===== src/rtl/load_store_unit_pkg.sv =====
// Shared definitions for the load/store unit: RV32I funct3 codes, FSM states
// and request-legality helpers.
package load_store_unit_pkg;

    localparam logic [2:0] F3_B        = 3'b000;
    localparam logic [2:0] F3_H        = 3'b001;
    localparam logic [2:0] F3_W        = 3'b010;
    localparam logic [2:0] F3_BU       = 3'b100;
    localparam logic [2:0] F3_HU       = 3'b101;
    localparam logic [2:0] MEM_F3_WORD = 3'b010;

    typedef enum logic [1:0] {
        ST_IDLE    = 2'd0,
        ST_RD_WAIT = 2'd1,
        ST_WRITE   = 2'd2,
        ST_RESP    = 2'd3
    } state_t;

    // Stores only have byte/half/word; loads add the unsigned byte/half forms.
    function automatic logic f3_illegal(input logic write, input logic [2:0] f3);
        logic bad;
        if (write)
            bad = (f3 > F3_W);
        else
            bad = !(f3 inside {F3_B, F3_H, F3_W, F3_BU, F3_HU});
        return bad;
    endfunction

    function automatic logic misaligned(input logic [2:0] f3, input logic [1:0] off);
        logic bad;
        case (f3[1:0])
            2'b01:   bad = off[0];
            2'b10:   bad = (off != 2'b00);
            default: bad = 1'b0;
        endcase
        return bad;
    endfunction

endpackage


===== src/rtl/load_store_unit_align.sv =====
// Lane steering between a memory word and the core: load extract/extend and
// store read-modify-write merge.
module load_store_unit_align
    import load_store_unit_pkg::*;
(
    input  logic [2:0]  funct3,
    input  logic [1:0]  offset,
    input  logic [31:0] word,
    input  logic [31:0] wdata,
    output logic [31:0] load_data,
    output logic [31:0] store_word
);

    logic signed [7:0]  lane_b;
    logic signed [15:0] lane_h;
    logic signed [31:0] ext_b;
    logic signed [31:0] ext_h;

    always_comb begin
        lane_b = word[{offset, 3'b000} +: 8];
        lane_h = word[{offset[1], 4'b0000} +: 16];
        ext_b  = 32'(lane_b);
        ext_h  = 32'(lane_h);

        load_data = word;
        case (funct3)
            F3_B:    load_data = ext_b;
            F3_H:    load_data = ext_h;
            F3_BU:   load_data = {24'b0, lane_b};
            F3_HU:   load_data = {16'b0, lane_h};
            default: load_data = word;
        endcase

        // Only the addressed lane takes new data; the rest of the captured word survives.
        store_word = wdata;
        case (funct3[1:0])
            2'b00: begin
                store_word = word;
                store_word[{offset, 3'b000} +: 8] = wdata[7:0];
            end
            2'b01: begin
                store_word = word;
                store_word[{offset[1], 4'b0000} +: 16] = wdata[15:0];
            end
            default: store_word = wdata;
        endcase
    end

endmodule


===== src/rtl/load_store_unit.sv =====
// Load/store unit in front of a word-wide synchronous data memory; sub-word
// stores are done as read-modify-write, all memory accesses are full words.
module load_store_unit
    import load_store_unit_pkg::*;
#(
    parameter int          ADDR_W       = 13,
    parameter logic [31:0] BASE_ADDR    = 32'h0,
    parameter int          READ_LATENCY = 1
)(
    input  logic              clk,
    input  logic              reset,
    input  logic              req_valid,
    output logic              req_ready,
    input  logic              req_write,
    input  logic [2:0]        req_funct3,
    input  logic [31:0]       req_addr,
    input  logic [31:0]       req_wdata,
    output logic              resp_valid,
    output logic [31:0]       resp_rdata,
    output logic              resp_err,
    output logic              mem_write,
    output logic [2:0]        mem_funct3,
    output logic [ADDR_W-1:0] mem_addr,
    output logic [31:0]       mem_din,
    input  logic [31:0]       mem_dout
);

    localparam logic [31:0] WINDOW   = 32'(1) << ADDR_W;
    localparam logic [1:0]  LAT_LAST = 2'(READ_LATENCY - 1);

    state_t      state, state_next;
    logic        op_write;
    logic [2:0]  op_f3;
    logic [1:0]  op_off;
    logic [31:0] op_wdata;
    logic [1:0]  lat_cnt;
    logic [31:0] off_full;
    logic [31:0] load_data;
    logic [31:0] store_word;
    logic        accept;
    logic        req_err;
    logic        lat_done;

    assign off_full   = req_addr - BASE_ADDR;
    assign accept     = req_valid && req_ready;
    assign req_err    = (req_addr < BASE_ADDR) || (off_full >= WINDOW) ||
                        f3_illegal(req_write, req_funct3) ||
                        misaligned(req_funct3, req_addr[1:0]);
    assign lat_done   = (lat_cnt == LAT_LAST);
    assign mem_funct3 = MEM_F3_WORD;

    load_store_unit_align u_align (
        .funct3     (op_f3),
        .offset     (op_off),
        .word       (mem_dout),
        .wdata      (op_wdata),
        .load_data  (load_data),
        .store_word (store_word)
    );

    always_comb begin
        state_next = state;
        case (state)
            ST_IDLE: begin
                if (accept) begin
                    if (req_err)
                        state_next = ST_RESP;
                    else if (req_write && req_funct3 == F3_W)
                        state_next = ST_WRITE;
                    else
                        state_next = ST_RD_WAIT;
                end
            end
            ST_RD_WAIT: begin
                if (lat_done)
                    state_next = op_write ? ST_WRITE : ST_RESP;
            end
            ST_WRITE: state_next = ST_RESP;
            ST_RESP:  state_next = ST_IDLE;
            default:  state_next = ST_IDLE;
        endcase
    end

    // Every output is a flop: strobes are decoded from the next state.
    always_ff @(posedge clk) begin
        if (!reset) begin
            state      <= ST_IDLE;
            req_ready  <= 1'b0;
            resp_valid <= 1'b0;
            resp_err   <= 1'b0;
            mem_write  <= 1'b0;
            resp_rdata <= '0;
            mem_addr   <= '0;
            mem_din    <= '0;
            lat_cnt    <= '0;
            op_write   <= 1'b0;
            op_f3      <= '0;
            op_off     <= '0;
            op_wdata   <= '0;
        end else begin
            state      <= state_next;
            req_ready  <= (state_next == ST_IDLE);
            resp_valid <= (state_next == ST_RESP);
            mem_write  <= (state_next == ST_WRITE);
            resp_err   <= (state == ST_IDLE) && accept && req_err;
            case (state)
                ST_IDLE: begin
                    if (accept) begin
                        op_write <= req_write;
                        op_f3    <= req_funct3;
                        op_off   <= req_addr[1:0];
                        op_wdata <= req_wdata;
                        lat_cnt  <= '0;
                        mem_addr <= {off_full[ADDR_W-1:2], 2'b00};
                        if (req_write)
                            mem_din <= req_wdata;
                        if (req_err)
                            resp_rdata <= '0;
                    end
                end
                ST_RD_WAIT: begin
                    lat_cnt <= lat_cnt + 2'd1;
                    if (lat_done) begin
                        if (op_write)
                            mem_din <= store_word;
                        else
                            resp_rdata <= load_data;
                    end
                end
                ST_WRITE: resp_rdata <= '0;
                default: ;
            endcase
        end
    end

endmodule

===== config.mk =====
export PLATFORM = sky130hd
export DESIGN_NAME = load_store_unit
export DESIGN_NICKNAME = d
export VERILOG_FILES = /design/src/rtl/load_store_unit_pkg.sv /design/src/rtl/load_store_unit_align.sv /design/src/rtl/load_store_unit.sv
export SDC_FILE = /design/constraint.sdc
export NUM_CORES = 1
export LEC_CHECK = 0
export ABC_AREA = 1
export BUFFER_PORTS_ARGS = -buffer_cell sky130_fd_sc_hd__buf_2
export CAP_MARGIN = 20
export CORE_MARGIN = 3
export CORE_UTILIZATION = 25
export CTS_CLUSTER_SIZE = 10
export DETAILED_ROUTE_END_ITERATION = 8
export SYNTH_ARGS = -nofsm -noshare
export SYNTH_HDL_FRONTEND = slang
export SYNTH_SLANG_ARGS = --single-unit

===== constraint.sdc =====
create_clock -name clk -period 3 [get_ports clk]
set_input_delay 0.15 -clock clk [delete_from_list [all_inputs] [get_ports clk]]
set_output_delay 0.15 -clock clk [all_outputs]
set_load 0.05 [all_outputs]

==> results list, run 1 <==
- Result of the run: complete, no violations
- After clock tree synthesis, the setup repair step added 0 buffers.
* Via count of the first global-routing pass: 7271
- Num ports: between 150 and 200
- Worst R2R Start: op_off[0]$_SDFFE_PN0P_
* Clock slew seen by the registers of the worst setup and hold paths: approximately 0.060 ns
- In this run the most critical hold path is launched from req_wdata[9].
- The library cells used most frequently in the layout, excluding fill and tap cells, are nand2_1 (206), buf_2 (181), a21oi_1 (172), nor2_1 (161), o21ai_0 (152).
- Leak: roughly 4.3 nW
- Detailed-placement wirelength estimate: between 15000 and 20000 um
- Entering global routing, the biggest net connects 66 pins.
- Die ar.: roughly 30000 um2
- During synthesis, Yosys emitted a total of 0 warnings.
- Final-report setup violation count: 0
- Layout Area Growth over Synthesis: 29.27%
* CTS Buf Count: 17
- The number of placed instances, taps included, is approximately 1600.
- The design draws between 9 and 10 mW.
* Avg Synthesized Cell Area: ~6.2 um2
* Detailed router's first-iteration violation count: 903
* Share of final-layout standard cells stronger than drive strength 1: between 10% and 20%
- Count of buffers from port buffering: approximately 180
* Count of max-cap constraint violations: 0
* PostCTS Resize Cnt: 0
- Slew @ Worst Pin: roughly 0.96 ns
- The initial antenna violation count came to 3.
* Share of the yosys chip area belonging to registers: 34.43%
- The worst register-to-register path has a setup slack of between 0.4 and 0.5 ns.
* Cell type contributing the most total cell area after synthesis: dfxtp_1
* Starting Density: between 20% and 30%
- Worst relative slew slack: between 30 and 40%
- In this run the worst path has a maximum fanout of 16.
- Setup repair after global routing left no endpoint under its margin.
* Wire length of the first global-routing pass: 41220 um
- Category of the worst setup path launch point: flip-flop
- Number of sinks handled by clock tree synthesis: about 120
- Summed over all layers, the routed wires come to roughly 26000 um.
- Post-layout util: 33.28%
- Vias after detailed routing: about 7900
* Post-placement setup slack: roughly 0.53 ns
* Worst clock skew: a little over 0.009 ns
* Overall global routing resource usage: 17.03%
- Worst min-delay path class: primary input to flip-flop
- Clock tree synthesis selected as its root buffer the cell clkbuf_16.
- Placeable core region: approximately 27000 um2
- Terminus of the critical flop-to-flop path: mem_din[29]$_SDFFE_PN0P_
- Flops & latches, synth: ~120
- Slew Limit Fails: 0
- In the routed layout, each cell is associated on average with a via count of ~4.7.
* Setup crit start: op_off[0]$_SDFFE_PN0P_
- For this design, the CTS-stage hold fixing added 31 buffers.
- STA classifies the critical path endpoint as a flip-flop.
- Critical Path RT: about 3.4 ns
* End of the worst hold path: op_wdata[9]$_SDFFE_PN0P_
* Crit Path Category: flip-flop to flip-flop
- After the last flow step, the layout net total stands at between 1000 and 1500.
- Total overflow reported by the global router: 0
* Synthesized instance count: ~1100
- The floorplan has 60 rows.
* Die Height: approximately 170 um
- The congestion estimate from routability-driven global placement came to about 0.89.
- Chip Width: 173.8 um
- Data arrival time of the critical path: approximately 2.9 ns
* Worst-skew pair later-pin latency: around 0.43 ns
- Yosys mapped the design onto 27 distinct sky130hd cell types.
* Clock Tree Buf Depth: 2
* Routed length per instance: ~16 um
- Antenna-violating nets left: 0
- Final-report hold violation count: 0
- Proportion of netlist area held by the largest area contributor: between 30 and 40%
- After filler insertion, the fill cell instance count of the layout stands at between 3000 and 4000.
* Crit path setup slack, layout: 0.4551 ns
- Along the worst hold path, the cell count comes to 3.
- After detailed routing, the number of remaining DRC violations is 0.
* Most area-consuming cells after synthesis: dfxtp_1 (34%), a21oi_1 (12%), nand2_1 (11%)
- Worst IR Drop VDD: between 0.4 and 0.5 mV
* Clock tree from TritonCTS: done
- # H-tree levels: 4
* Count of placed standard cells in the final layout, fillers left out: 1690
* Most common cell after layout, fill and taps aside: nand2_1
- The first TritonRoute pass finished after 5 iterations.
* Power density cells: 1025 nW/um2
- Max Clock Freq: approximately 390 MHz
- For the worst flop-to-flop path, the logic depth is 9.
* Synth Cell Area: between 7000 and 8000 um2
- For the finished layout, the period the worst path requires is about 2.5 ns.
- Ratio of final minimum period to clock period: a little over four fifths
- Adding up every negative setup slack in the final design gives 0 ns.
-- flip-flops by register name, indices dropped and copies added (netlist names), 2 cells and up --
name and count:
op_f3 3, mem_addr 11, state 2, lat_cnt 2, mem_din 32, op_wdata 32, resp_rdata 32, op_off 2
-- power breakdown --
group          leakage [nW]  switching, mW  internal [mW]  total (mW)
combinational          3.04           3.49           1.28        4.77
clock                 0.297          0.856           1.32        2.18
sequential            0.990          0.298           2.07        2.37
-- routing by layer --
metal  wire (um)  share of wire, %  track usage [%]  vias up
met2       11240                43            24.53      288
met4         248              0.94            4.088        4
li1            -                 -                -     4042
met5          27              0.10                0        -
met3        1854               7.0            3.898       23
met1       12970                49            25.50     3524
-- critical path, stage by stage (launching register included) --
cell	delay [ns]
dfxtp_1	0.60
inv_1	0.24
ha_1	0.38
inv_1	0.37
nand3_1	0.16
o21ai_0	0.21
nand2_1	0.11
nand3_1	0.11
o21ai_0	0.11
a21oi_1	0.15
-- cell usage after synthesis (all sizes together) --
| master | n |
|---|---|
| a211oi | 5 |
| a21oi | 172 |
| and2 | 3 |
| buf | 33 |
| clkbuf | 48 |
| conb | 2 |
| dfxtp | 121 |
| ha | 9 |
| inv | 115 |
| nand2 | 207 |
| nand3 | 62 |
| nand3b | 1 |
| nand4 | 2 |
| nor2 | 164 |
| nor3 | 2 |
| o211ai | 17 |
| o21ai | 172 |
| or2 | 2 |
-- kinds of logic (layout without fill, tap and decap cells) --
| logic type | count (synthesis) | in the layout | synth area share, % |
|---|---|---|---|
| adder cells (fa/ha/maj) | 9 | 9 | 1.601 |
| AND/OR/NAND/NOR | 443 | 443 | 25.68 |
| flip-flops | 121 | 121 | 34.43 |
| other | 2 | 6 | 0.1067 |
| AO/OA/AOI/OAI | 366 | 366 | 26.82 |
| buffers and inverters | 196 | 373 | 11.36 |
-- metrics by stage --
stage / hold slack (ns) / instance area, um2
2_1_floorplan: 0.2849 / 7047
3_3_place_gp: 0.3718 / 8165
3_5_place_dp: 0.3808 / 8165
4_1_cts: 0.007787 / 9092
5_1_grt: 0.02976 / 9095
6_report: 0.02909 / 9095
-- worst max path at each step --
stage | to | slack (ns) | cells past startpoint
finish | mem_din[29]$_SDFFE_PN0P_ | 0.46 | 9
global route | mem_din[29]$_SDFFE_PN0P_ | 0.20 | 9
CTS | mem_din[29]$_SDFFE_PN0P_ | 0.52 | 9
detailed placement | mem_din[29]$_SDFFE_PN0P_ | 0.53 | 9
global placement | mem_din[14]$_SDFFE_PN0P_ | 0.58 | 9
floorplan | mem_din[10]$_SDFFE_PN0P_ | 0.81 | 14
-- cell type report --
type / count / area, um2 / area share [%]
Clock buffer: 17 / 425.4 / 4.677
Sequential cell: 121 / 2424 / 26.65
Inverter: 115 / 431.7 / 4.746
Clock inverter: 15 / 191.4 / 2.105
Timing Repair Buffer: 226 / 1321 / 14.53
Antenna cell: 1 / 2.502 / 0.02751
Multi-Input combinational cell: 823 / 3834 / 42.15
Tap cell: 372 / 465.4 / 5.118
Note: power is estimated with default switching activity, not from simulation.
==> run 2: changes to the inputs <==
--- a/config.mk
+++ b/config.mk
@@ -5,7 +5,7 @@
 export SDC_FILE = /design/constraint.sdc
 export NUM_CORES = 1
 export LEC_CHECK = 0
-export ABC_AREA = 1
+export ABC_AREA = 0
 export BUFFER_PORTS_ARGS = -buffer_cell sky130_fd_sc_hd__buf_2
 export CAP_MARGIN = 20
 export CORE_MARGIN = 3
==> constraint.sdc (replaced) <==
create_clock -name clk -period 2.2 [get_ports clk]
set_input_delay 0.11 -clock clk [delete_from_list [all_inputs] [get_ports clk]]
set_output_delay 0.11 -clock clk [all_outputs]
set_load 0.05 [all_outputs]
==> run 2 against run 1 <==
Net effect: count of clock-buffer cells in the layout increased by 5; utilization rose by 2.6 points; global-route usage grew 0.72 points; sequential share of layout area up 2.9 points; non-clock buffer count up 27; synthesized area fell by 17%; routed wire length is 12% lower; combinational power down 11%; cell count down 25%; critical path depth fell by 1; largest cell class unchanged.
==> results list, run 2 <==
* Result of the run: complete, no violations
- Share of the yosys chip area belonging to registers: just over 40%
- For this run, the leading register cell type out of synthesis is dfxtp_1.
* Overall global routing resource usage: 17.74%
* Most used routing layer: met2
- Critical Path RT: between 2 and 3 ns
* Most area-consuming cells after synthesis: dfxtp_1 (41%), nand2_1 (12%), a21oi_1 (8.3%)
- The total count of max-transition violations in the final report came to 0.
- In the routed design, unresolved DRC markers number 0.
* Largest net degree at the start of global routing: 51
* Pre-Repair DR Iteration Count: 6
- The post-route netlist has a little under 30% of its cells at a drive strength greater than 1.
* Total overflow reported by the global router: 0
- Number of filler cells placed in the layout: 2440
* Detailed-placement wirelength estimate: 16910 um
- Via count of the first global-routing pass: a little over 6000
* Max Clock Freq: roughly 500 MHz
- Yosys printed 0 warnings.
- The worst setup path is captured at a flip-flop.
* Chip Width: ~160 um
* Most instantiated cells after synthesis: nand2_1 (184), dfxtp_1 (121), a21oi_1 (97)
- Global routing used between 20 and 25% of the available met1 tracks.
- In this run, distinct cell masters in the synthesized netlist total just under 60.
- TritonCTS created 17 clock buffers.
- In this run the remaining antenna-violating nets after routing total 0.
- Category of the worst setup path launch point: flip-flop
- Post-layout total power: just under 10 mW
* Synth Cell Area: 5867 um2
- The initial utilization of the core area, before any placement, comes to ~26%.
- Clock tree from TritonCTS: done
- Cell with the most instances after synthesis: nand2_1
- Area used by multi-input combinational logic: 3168 um2
- The startpoint identified for the worst hold timing path is req_funct3[0].
- Number of placed instances with taps included: ~1200
* WL final: between 20000 and 25000 um
- Ratio of final minimum period to clock period: roughly nine tenths
* Setup repair after global routing missed its margin: false
* Slew @ Worst Pin: 0.7069 ns
- Worst R2R Start: lat_cnt[0]$_SDFFE_PN0P_
* Worst min-delay path class: primary input to flip-flop
- Num ports: ~190
* Leak: approximately 3.4 nW
* Detailed router's first-iteration violation count: 567
- EDFF count, synth: 0
* Footprint of the flip-flops and latches: 2424 um2
- The first global-routing pass estimated 35500 um of wire.
- Cell type contributing the most total cell area after synthesis: dfxtp_1
- At the end of the flow the core is filled with cells to ~36%.
- For this run, asynchronously set or reset flops after synthesis account for 0%.
- Layout Nets: 1055
* Worst-skew pair later-pin latency: about 0.42 ns
- After clock tree synthesis, the clock-pin slew on the worst setup and hold paths is around 0.060 ns.
- No sink is reached through more buffers than the 2 on the longest clock path.
* Final-report hold violation count: 0
* Worst clock skew: 0.01147 ns
* Number of standard-cell rows in the floorplan: 55
- Clock tree synthesis found a total of between 100 and 150 sinks.
- Synthesized instance count: 728
* Placeable core region: approximately 23000 um2
- Data arrival time of the critical path: ~2.4 ns
- Clock tree synthesis selected as its root buffer the cell clkbuf_16.
- Routed length per instance: 18.29 um
* Avg Synthesized Cell Area: 8.059 um2
* Commonest cells after routing, fill and taps aside: nand2_1 (184), buf_2 (181), dfxtp_1 (120), a21oi_1 (95), dlygate4sd3_1 (46)
- The synthesized design devotes to its leading area cell type between 40 and 50% of total area.
- Worst IR Drop VDD: between 0.5 and 0.6 mV
- After detailed routing, the number of vias per cell comes to roughly 5.0.
- The initial antenna violation count was 5.
- The clock period could shrink to 2.000 ns.
- Setup violations remaining at the end of the flow were counted as 0.
- Sum of negative setup slack: 0 ns
* Flops & latches, synth: 121
- Power density cells: about 1200 nW/um2
* Crit Path Max Fanout: 7
* Registers with the highest flip-flop counts: mem_din x32, op_wdata x32, resp_rdata x32
- The congestion estimate from routability-driven global placement came to 0.9565.
* Vias after detailed routing: between 6000 and 7000
- Count of buffers from port buffering: roughly 180
* # H-tree levels: 4
- In this run the worst setup path begins at lat_cnt[0]$_SDFFE_PN0P_.
* Post-CTS setup buffers: 0
- Max-cap violations in this run came to 0.
* Count of placed standard cells in the final layout, fillers left out: between 1000 and 1500
- Crit Path Category: flip-flop to flip-flop
- Compared with the post-synthesis result, the final layout area differs by 39.62%.
- Headroom to the max-slew limit came out at a little over half.
- M2 GR Usage: 28.08%
- Leaving out fill and tap cells, the most frequent cell in the layout is nand2_1.
* Met3 usage: under 10%
- The die covers 25340 um2.
- The floorplan step set the die height to around 160 um.
run 2: cell families after synthesis:
kind of cell / share of synthesized area, %
other: 0.1280
buffers and inverters: 5.715
adder cells (fa/ha/maj): 1.919
AO/OA/AOI/OAI: 30.03
multiplexers: 0.7464
AND/OR/NAND/NOR: 20.17
flip-flops: 41.29
run 2: worst max-delay path, stage by stage (launching register included):
cell      delay, ns
dfxtp_1        0.30
inv_1          0.08
ha_1           0.18
buf_4          0.13
nand3b_1       0.12
or2_1          0.26
a31oi_1        0.55
o211ai_1       0.24
o21ai_2        0.10
run 2: report_power, final:
group	switching, mW	internal (mW)	leakage, nW
sequential	0.329	2.62	0.982
clock	1.04	1.64	0.264
combinational	3.00	1.26	2.14
run 2: layout make-up:
cell class,count,area share [%]
Inverter,10,0.4582
Clock buffer,22,5.789
Antenna cell,1,0.03055
Multi-Input combinational cell,540,38.67
Tap cell,313,4.781
Sequential cell,121,29.59
Timing Repair Buffer,253,19.52
Clock inverter,10,1.161
run 2: what timing repair did:
action / 4_1_cts / 5_1_grt
resized for setup: 0 / 3
hold buffers: 46 / 0
endpoints found under the setup margin: 0 / 17
hold endpoints to repair: 47 / 0
run 2: final timing paths:
path	end	slack, ns	cells after the start
setup / recovery	resp_rdata[13]$_SDFFE_PN0P_	0.20	8
hold / removal	op_f3[0]$_SDFFE_PN0P_	0.03	3
setup reg to reg	resp_rdata[13]$_SDFFE_PN0P_	0.20	8
hold reg to reg	mem_din[22]$_SDFFE_PN0P_	0.44	2
run 2: through the flow:
stage          hold slack [ns]  worst slack [ns]  instance area [um2]
2_1_floorplan           0.2356            0.1460                 5878
3_3_place_gp            0.3501          -0.03937                 7138
3_5_place_dp            0.3579           -0.1131                 7138
4_1_cts               0.004085           0.04570                 8168
5_1_grt                0.01816           0.03078                 8192
6_report               0.02960            0.1996                 8192
run 2: per-layer routing:
layer	wire length (um)	vias up	part of all wire [%]
li1	-	3043	-
met1	9888	2917	43
met2	10660	279	46
met3	1958	58	8.4
met4	665	8	2.9
met5	55	-	0.24
==> run 3: changes to the inputs <==
--- a/config.mk
+++ b/config.mk
@@ -14,4 +14,5 @@
 export DETAILED_ROUTE_END_ITERATION = 8
 export SYNTH_ARGS = -nofsm -noshare
 export SYNTH_HDL_FRONTEND = slang
+export SYNTH_HIERARCHICAL = 1
 export SYNTH_SLANG_ARGS = --single-unit
==> run 3 against run 2 <==
Net effect: synthesized area grew 20%; cell area increased by 14%; cell count is 15% higher; register-to-register slack got worse by 0.03 ns; worst setup slack worse by 0.034 ns; sequential power decreased by 2%; count of clock-buffer cells in the layout shrank 5; routed wire length rose by 18%; critical endpoint is now mem_din[31]$_SDFFE_PN0P_; highest routed layer is now met4.
==> results list, run 3 <==
* Result of the run: complete, no violations
- Layout Area Growth over Synthesis: 32.92%
* Most area-consuming cells after synthesis: dfxtp_1 (34%), nand2_1 (10%), a21oi_1 (8.0%)
- Detailed-placement wirelength estimate: ~19000 um
- After the first detailed-routing iteration, the DRC count stood at between 700 and 800.
* Cell with the most instances after synthesis: nand2_1
- Largest family of logic cells by synthesized area: compound AO/OA/AOI/OAI gates
- Dpl cell area: around 8200 um2
* Slew Limit Fails: 0
* Post-layout total power: roughly 11 mW
- The startpoint identified for the worst hold timing path is req_addr[1].
* Root Buffer Master: clkbuf_16
- Setup repair after global routing missed its margin: false
- Summed over all failing endpoints, the final setup total negative slack is 0 ns.
- The initial antenna violation count came to 0.
- EDFF count, synth: 0
- WL final: about 27000 um
- Largest net degree at the start of global routing: around 120
* Worst Hold Margin: 0.02940 ns
* Vias after detailed routing: between 7000 and 8000
- Worst min-delay path class: primary input to flip-flop
- The synthesized netlist devotes under 10% of its cell area to adder and majority cells.
- For the pin with the worst max-slew slack, the measured transition is approximately 0.64 ns.
- In this run the register-to-register setup slack is between 0.15 and 0.2 ns.
- Routed length per instance: ~19 um
* Most used flip-flop cell after synthesis: dfxtp_1
- Share of cell area taken by muxes after synthesis: roughly 4.8%
* Proportion of netlist area held by the largest area contributor: ~34%
- Summing the areas of all xor and xnor instances in the mapped netlist gives 0% of the synthesized area.
- Proportion of synthesized flip-flops having asynchronous set or reset: 0%
* Post-placement setup slack: just under 0.2 ns
- Data arrival time of the critical path: ~2.4 ns
- Via count of the first global-routing pass: around 7000
- In this run the deepest clock path goes through 2 buffers.
* Clock tree from TritonCTS: done
- Once routing completed, OpenROAD measured the worst setup slack at 0.1659 ns.
- Synthesized instance count: approximately 880
- Synth Cell Area: between 7000 and 8000 um2
* CTS Buf Count: 17
* Terminus of the critical flop-to-flop path: mem_din[31]$_SDFFE_PN0P_
- By count the netlist is led by nand2_1 (194), dfxtp_1 (121), a21oi_1 (112).
- Power density cells: around 1100 nW/um2
* Number of cell instances on the worst register-to-register path: 8
* Number of sinks handled by clock tree synthesis: 121
- Once the floorplan was initialized, standard cells occupied approximately a quarter of the core.
- Routed via count divided by cell count: 5.147
* Layout Cell Area excl Fill: about 9300 um2
* Setup crit start: op_off[1]$_SDFFE_PN0P_
- Ratio of final minimum period to clock period: between 90% and 100%
* Worst-skew pair later-pin latency: around 0.42 ns
- Flops & latches, synth: roughly 120
* Overall global routing resource usage: between 15 and 20%
- After synthesis, the netlist uses 62 different library cells.
* Final-report hold violation count: 0
* End of the worst hold path: op_off[1]$_SDFFE_PN0P_
- Category of the worst setup path launch point: flip-flop
* Die Height: around 170 um
- For this run, design rule violations remaining after detail routing come to 0.
* Most common cell after layout, fill and taps aside: nand2_1
* Avg Synthesized Cell Area: ~8 um2
- Worst R2R Start: op_off[1]$_SDFFE_PN0P_
- Critical Path RT: roughly 2.5 ns
- Share of final-layout standard cells stronger than drive strength 1: 25.37%
- Crit Path Category: flip-flop to flip-flop
- Count of warnings emitted by yosys: 6
* Pre-Repair DR Iteration Count: 6
- Commonest cells after routing, fill and taps aside: nand2_1 (194), buf_2 (181), dfxtp_1 (119), a21oi_1 (112), a311oi_1 (64)
- After clock tree synthesis, the setup repair step added 0 buffers.
* Critical Path End Type: flip-flop
- Total overflow reported by the global router: 0
- Simple-Gate Fraction of Synth Area: a little over a fifth
* Number of standard-cell rows in the floorplan: 60
- Final RePlAce weighted congestion: between 0.8 and 0.9
- Worst IR Drop VDD: 0.7323 mV
* Count of max-cap constraint violations: 0
- The biggest area contributor in the post-synthesis netlist is dfxtp_1.
- After clock tree synthesis, the clock-pin slew on the worst setup and hold paths is ~0.06 ns.
- During placement, the flow inserted port buffers numbering approximately 180.
* Final-report setup violation count: 0
* # H-tree levels: 4
* Die ar.: slightly above 30000 um2
- Share of the yosys chip area belonging to registers: between 30% and 40%
* Number of placed instances with taps included: around 1400
* Post-layout util: roughly a third
- Layout Nets: around 1200
* Crit Path Max Fanout: 39
- between 150 and 200 I/O pins were placed.
* Registers with the highest flip-flop counts: mem_din x32, op_wdata x32, resp_rdata x32
- The repair_antennas step left the layout with diodes totalling 0.
* Cell count of the worst hold path: 3
- Antenna-violating nets left: 0
- Area fraction in compound gates after synthesis: 29.11%
* Chip Width: approximately 170 um
- Worst relative slew slack: a little under three fifths
* Leak: 3.567 nW
- Worst clock skew: roughly 0.0067 ns
* Minimum clock period: a little over 2 ns
* Placeable core region: approximately 27000 um2
* Wire length of the first global-routing pass: 41680 um
- Max Clock Freq: roughly 500 MHz
- Count of placed standard cells in the final layout, fillers left out: between 1000 and 1500
[run 3: how the worst max path moves through the flow]
stage | to | slack [ns] | depth (start not counted)
detailed placement | mem_din[31]$_SDFFE_PN0P_ | 0.19 | 8
global route | mem_din[28]$_SDFFE_PN0P_ | 0.02 | 8
finish | mem_din[31]$_SDFFE_PN0P_ | 0.17 | 8
CTS | mem_din[31]$_SDFFE_PN0P_ | 0.15 | 8
floorplan | mem_din[26]$_SDFFE_PN0P_ | 0.04 | 10
global placement | mem_din[29]$_SDFFE_PN0P_ | 0.27 | 8
[run 3: routing by layer]
metal / GRT usage (%) / up-vias / part of all wire (%)
li1: - / 3595 / -
met1: 23.19 / 3522 / 44
met2: 27.43 / 356 / 45
met3: 5.059 / 41 / 9.0
met4: 5.999 / 0 / 2.3
met5: 0 / - / 0
[run 3: worst max-delay path, stage by stage, from the launching register on]
cell and delay, ns:
dfxtp_2 0.35, buf_12 0.24, ha_1 0.21, nor4bb_2 0.30, buf_4 0.20, a21oi_1 0.07
o221ai_1 0.19, nand2_1 0.08, a311oi_1 0.29
[run 3: report_power, final]
part / internal, mW / switching (mW) / leakage, nW / total, mW
Clock: 1.81 / 1.19 / 0.292 / 3.00
Sequential: 2.58 / 0.315 / 0.983 / 2.89
Combinational: 1.48 / 3.30 / 2.29 / 4.78
Total: 5.86 / 4.81 / 3.57 / 10.7
[run 3: cells by family after synthesis]
family          after synthesis
buf+inv                     101
mux                          33
compound gates              294
simple gates                323
fa+ha+maj                     9
other cells                   2
flops                       121
[run 3: timing repair]
action / CTS / global route
hold buffers: 48 / 0
resized for setup: 0 / 1
endpoints found under the hold margin: 81 / 0
setup endpoints to repair: 0 / 3
[run 3: final cells by class]
type                       instances  area [um2]
fill                            2917       17980
multi-input combinational        664        4081
sequential                       121        2425
timing repair buffer             260        1719
tap                              372       465.4
clock buffer                      17       425.4
clock inverter                    15       187.7
inverter                          11       42.54
